--- src/rtl/input_conditioner.sv ---
// Two-flop synchronizer, per-bit debounce and per-key press FSM for switches/keys.
// Optional auto-repeat on held keys is enabled by defining INPUT_CONDITIONER_REPEAT_EN.
module input_conditioner #(
    parameter int unsigned DEBOUNCE_CYCLES = 500000,
    parameter int unsigned HOLD_CYCLES     = 25000000,
    parameter int unsigned REPEAT_CYCLES   = 5000000,
    parameter int unsigned CNT_W           = 25
) (
    input  logic       clk,
    input  logic       rst,
    input  logic [9:0] SW_raw,
    input  logic [3:0] KEY_raw,
    output logic [9:0] SW_out,
    output logic [3:0] KEY_out,
    output logic [3:0] KEY_press,
    output logic       sw_changed
);

    localparam int unsigned NB = 14;
    localparam logic [NB-1:0] RST_VAL = {4'hf, 10'h000};
    localparam logic [CNT_W-1:0] DB_LAST = CNT_W'(DEBOUNCE_CYCLES - 1);

    if (DEBOUNCE_CYCLES < 1 || 64'(DEBOUNCE_CYCLES) >= (64'd1 << CNT_W)) begin : g_bad_debounce
        $error("DEBOUNCE_CYCLES out of range for CNT_W");
    end
    if (HOLD_CYCLES < 1 || 64'(HOLD_CYCLES) >= (64'd1 << CNT_W)) begin : g_bad_hold
        $error("HOLD_CYCLES out of range for CNT_W");
    end
    if (REPEAT_CYCLES < 1 || 64'(REPEAT_CYCLES) >= (64'd1 << CNT_W)) begin : g_bad_repeat
        $error("REPEAT_CYCLES out of range for CNT_W");
    end

    typedef enum logic [1:0] {IDLE, HOLD, REPEAT} key_state_t;

    logic [NB-1:0]    raw, sync1, sync2, stable, flip;
    logic [CNT_W-1:0] db_cnt [NB];
    logic [3:0]       key_fall, key_rise;
    key_state_t       key_state [4];
`ifdef INPUT_CONDITIONER_REPEAT_EN
    localparam logic [CNT_W-1:0] HOLD_LAST = CNT_W'(HOLD_CYCLES - 1);
    localparam logic [CNT_W-1:0] REP_LAST  = CNT_W'(REPEAT_CYCLES - 1);
    logic [CNT_W-1:0] hold_cnt [4];
`endif

    assign raw     = {KEY_raw, SW_raw};
    assign SW_out  = stable[9:0];
    assign KEY_out = stable[13:10];

    always_ff @(posedge clk or posedge rst) begin
        if (rst) begin
            sync1 <= RST_VAL;
            sync2 <= RST_VAL;
        end else begin
            sync1 <= raw;
            sync2 <= sync1;
        end
    end

    // flip marks the bits whose stable value changes on the coming edge, so the
    // pulses below can be registered on that very edge.
    always_comb begin
        flip = '0;
        for (int unsigned i = 0; i < NB; i++)
            flip[i] = (sync2[i] != stable[i]) && (db_cnt[i] == DB_LAST);
    end

    assign key_fall = flip[13:10] & stable[13:10];
    assign key_rise = flip[13:10] & ~stable[13:10];

    always_ff @(posedge clk or posedge rst) begin
        if (rst) begin
            stable <= RST_VAL;
            for (int unsigned i = 0; i < NB; i++)
                db_cnt[i] <= '0;
        end else begin
            for (int unsigned i = 0; i < NB; i++) begin
                if (sync2[i] == stable[i]) begin
                    db_cnt[i] <= '0;
                end else if (flip[i]) begin
                    stable[i] <= sync2[i];
                    db_cnt[i] <= '0;
                end else begin
                    db_cnt[i] <= db_cnt[i] + 1'b1;
                end
            end
        end
    end

    always_ff @(posedge clk or posedge rst) begin
        if (rst)
            sw_changed <= 1'b0;
        else
            sw_changed <= |flip[9:0];
    end

    always_ff @(posedge clk or posedge rst) begin
        if (rst) begin
            KEY_press <= '0;
            for (int unsigned k = 0; k < 4; k++) begin
                key_state[k] <= IDLE;
`ifdef INPUT_CONDITIONER_REPEAT_EN
                hold_cnt[k] <= '0;
`endif
            end
        end else begin
            for (int unsigned k = 0; k < 4; k++) begin
                KEY_press[k] <= 1'b0;
                case (key_state[k])
                    IDLE: begin
                        if (key_fall[k]) begin
                            KEY_press[k] <= 1'b1;
                            key_state[k] <= HOLD;
`ifdef INPUT_CONDITIONER_REPEAT_EN
                            hold_cnt[k]  <= '0;
`endif
                        end
                    end
                    HOLD: begin
                        if (key_rise[k]) begin
                            key_state[k] <= IDLE;
`ifdef INPUT_CONDITIONER_REPEAT_EN
                            hold_cnt[k]  <= '0;
                        end else if (hold_cnt[k] == HOLD_LAST) begin
                            KEY_press[k] <= 1'b1;
                            key_state[k] <= REPEAT;
                            hold_cnt[k]  <= '0;
                        end else begin
                            hold_cnt[k]  <= hold_cnt[k] + 1'b1;
`endif
                        end
                    end
                    REPEAT: begin
                        if (key_rise[k]) begin
                            key_state[k] <= IDLE;
`ifdef INPUT_CONDITIONER_REPEAT_EN
                            hold_cnt[k]  <= '0;
                        end else if (hold_cnt[k] == REP_LAST) begin
                            KEY_press[k] <= 1'b1;
                            hold_cnt[k]  <= '0;
                        end else begin
                            hold_cnt[k]  <= hold_cnt[k] + 1'b1;
`endif
                        end
                    end
                    default: key_state[k] <= IDLE;
                endcase
            end
        end
    end

endmodule

--- config.mk ---
export PLATFORM = sky130hd
export DESIGN_NAME = input_conditioner
export DESIGN_NICKNAME = d
export VERILOG_FILES = /design/src/rtl/input_conditioner.sv
export SDC_FILE = /design/constraint.sdc
export NUM_CORES = 1
export LEC_CHECK = 0
export BUFFER_PORTS_ARGS = -buffer_cell sky130_fd_sc_hd__buf_2
export CORE_MARGIN = 4
export CORE_UTILIZATION = 56
export DETAILED_ROUTE_END_ITERATION = 10
export GPL_ROUTABILITY_DRIVEN = 0
export PLACE_DENSITY = 0.72
export SETUP_SLACK_MARGIN = 0.3
export SYNTH_ARGS = -nofsm -noshare
export SYNTH_HDL_FRONTEND = slang
export SYNTH_SLANG_ARGS = --single-unit
--- constraint.sdc ---
create_clock -name clk -period 33.7 [get_ports clk]
set_input_delay 6.74 -clock clk [delete_from_list [all_inputs] [get_ports clk]]
set_output_delay 6.74 -clock clk [all_outputs]
set_load 0.02 [all_outputs]
After elaboration in Yosys (flattened, before gate mapping)
Index checks and enable logic that the tools add are counted.
Word-level totals
  register bits: 405
  input port bits: 16
  output and inout bits: 19
  word-level logic and storage cells: 214
Cells by class
  add/subtract/negate cells: 14
  equal/unequal tests: 58
  muxes and demuxes: 48
  bitwise logic cells: 17
  reductions and logical operators: 41
Operator list (number)
  $mux 25: 28
  $add 25x1->25 const B: 14
  $eq 25x19->1 const B: 14
  $reduce_and 2->1: 18
  $mux 2: 8
  $pmux 2 s2: 4
  $eq 1x1->1: 14
  $logic_and 1x1->1: 14
  $ne 1x1->1: 14
  $not 1->1: 14
  $reduce_or 10->1: 1
  $and 4x4->4: 2
  $eq 2x1->1 const B: 4
  $eq 2x2->1 const B: 4
  $logic_not 2->1: 4
  $mux 1: 8
  $ne 2x1->1 const B: 4
  $ne 2x2->1 const B: 4
  $reduce_or 2->1: 4
  $not 4->4: 1

Longest topological paths before layout
  depth after elaboration: 5
  gate-level depth with buffers: 9
  mapped depth without buffers: 6

Least setup slack after synthesis
OpenSTA, ideal clock, no wires.
  path kind: register to output
  start: register stable[10]
  end: output KEY_out[0]
  data arrival time: 0.590 ns
  required time: 26.960 ns
  slack: 26.370 ns
  stages on the path, launching flop included: 1
  buffers on the path: 0
  cell sequence: dfstp_2
RTL lines
  start, declared: line 35  | logic [NB-1:0] raw, sync1, sync2, stable, flip;
  start signal, assigned by index: line 80  | stable[i] <= sync2[i];
  end, declared: line 14  | output logic [3:0] KEY_out,
No word-level cell between the ends.

Worst setup path in the final report
  start: register stable[12]
  end: output KEY_out[2]
No word-level cell between the ends.

==> flow_summary.ini <==
[status]
status = completed

[logic_synthesis]
syn_nets = 1936
synth_edf_count = 0
synth.avg_cell_area_um2 = 9.99
synthCells = 1906
yosysSeqAreaShare_pct = 52.8
postSynth.asyncResetShare_pct = 100
yosys-top-cells-area = dfrtp_1, xnor2_1, nor2_1
post-synth-top-count-cell = nor2_1
syn_area_um2 = 19000
synth_top_flop_cell = dfrtp_1
ys_ff_latch = 401
synth_area_leader_cell = dfrtp_1
synth.distinct_cells = 47
yosysWarnings = 0
synth_commonest_cells = nor2_1, dfrtp_1, xnor2_1
synth_top_area_share_pct = 51.1

[cells_and_area]
layoutNonFillerInstCount = 2414
drive_above_1_share_pct = 8.49
area_delta_synth_final_pct = 9.68
n_fill_cell = 2799
antenna_cells = 0
postLayoutCellArea_um2 = 20900
nets = 1967

[die]
row_count = 67
fp.dieH_um = 192
die_area_um2 = 37000
dieWidth_um = 192
ioPinCount = 35
core_area_um2 = 33500
start_util_pct = 56.8

[clock_network]
cts_tree = yes
cts_buffers = 42
cts.reportedPaths.clkPinSlew_ps = 60
cts.sinks = 401
post_cts_buffers = 0
clkLatencyLatePin_ps = 550
clockBufferDepth = 3
cts_resized = 0
htreeDepth = 2
postCtsHoldBufs = 0
cts_root_buf = clkbuf_16

[worst_setup_path]
critical_path_required_ps = 26960
worst_path_max_delay_cell = dfstp_2
start_kind = register
critPathBufInv = 1
crit_arrival_ps = 1290
path_cells = buf_2
end_kind = output port
critical-path-top-delay-family = flip-flops
crit_path_max_fanout = 5
path_class = reg2out
cpPeakStageDelay_ps = 570

[sta]
max_freq_mhz = 124
fin_ws_ps = 25670
slew-limit-headroom_pct = 30.9
hold_violations = 0
setup_tns_ps = 0
fin_crit_ps = 8030
finalCritPeriodShare_pct = 23.8
finalClockSkew_ps = 14.1
rsz0062_at_grt = false
finalSetupViolations = 0
report.final.slew_viol_count = 0
tightestPinTransition_ps = 1040

[placed_design]
place.port_buffers = 34
place_area_um2 = 19600
dp_slack_ps = 25010
dp.cells = 2341
hpwl_um = 22200

[global_routing]
grt_pass1_wl_um = 60400
grt_pass1_vias = 12900
grt-ovfl-total = 0
track_usage_pct = 19.2
antenna_found_initial = 0
grt_max_degree = 184

[power_and_ir_drop]
finalPower_uw = 966
power.static_leakage_nw = 8.63
vdd_drop_max_mv = 0.0508
power_density_nw_per_um2 = 46.3

[detailed_routing]
antenna_left = 0
top_layer_used = met4
detail_route.wl_per_cell_um = 14.2
drt-initial-drc-count = 758
wl_met1_um = 16500
finalWirelength_um = 34400
dr.pass1.iters = 5
vias_per_cell = 5.52
met3WireLength_um = 1210
drc_errors = 0
via_count = 13300
wl_met2_um = 16100

[hold_path]
min_path_type = reg2reg

[run]
cap_violations = 0
worst paths after layout:
check,start,to,slack [ps],cells after the start
min in group asynchronous,rst,KEY_press[2],6400,2
min,sync1[9],sync2[9],350,0
max in group asynchronous,rst,db_cnt[92],25710,3
min reg2reg,sync1[9],sync2[9],350,0
max reg2reg,db_cnt[91],db_cnt[88],31180,5
max,stable[12],KEY_out[2],25670,1
cell usage in the layout (no fill, tap or decap), drive strengths merged, types with 18 or more instances in the layout:
cell type	n
nor4b	26
mux2	18
buf	39
and4	41
xor2	149
dfrtp	389
clkbuf	56
inv	56
nor2	414
xnor2	183
nand3	112
nand4	105
nand2	108
and3	29
nor4	57
nor3	73
per-stage QoR:
step / util, % / hold slack [ps]
floorplan: - / 331
global placement: 58.3 / 334
detailed placement: 58.3 / 335
CTS: 62.3 / 347
global route: 62.3 / 357
finish: 62.3 / 346
cell families after synthesis:
family / after synthesis / share of synthesized area (%)
and+or+nand+nor: 1022 / 27.0
buffers and inverters: 105 / 2.48
AOI/OAI and AO/OA: 14 / 0.460
adders and majority gates: 14 / 0.920
DFF: 401 / 52.8
muxes: 18 / 1.08
xor gates and xnor gates: 332 / 15.3
sequential cells by signal, summed over array words and instances (netlist names):
register,cells
KEY_press,4
db_cnt,350
key_state,4
stable,14
sw_changed,1
sync1,14
sync2,14
cell type report:
cell class	instances	area [µm²]	area share, %
clock buffers	56	1160	5.58
well taps	448	561	2.68
multi-input cells	1400	8520	40.8
clock inverters	17	165	0.791
inverters	53	206	0.988
repair buffers	39	220	1.05
flip-flops and latches	401	10000	48.1
per-layer routing:
metal / GRT usage [%] / vias up
met5: 0 / -
met4: 5.87 / 0
met3: 3.06 / 51
met2: 30.7 / 178
met1: 27.3 / 6559
li1: - / 6541
where the power goes:
group | leakage, nW | total, mW | internal [mW] | switching (mW)
clock | 0.647 | 0.447 | 0.260 | 0.188
sequential | 5.48 | 0.493 | 0.488 | 0.00531
combinational | 2.50 | 0.0262 | 0.00619 | 0.0200
total | 8.63 | 0.966 | 0.754 | 0.213
Power figures use the tool's default switching activity.
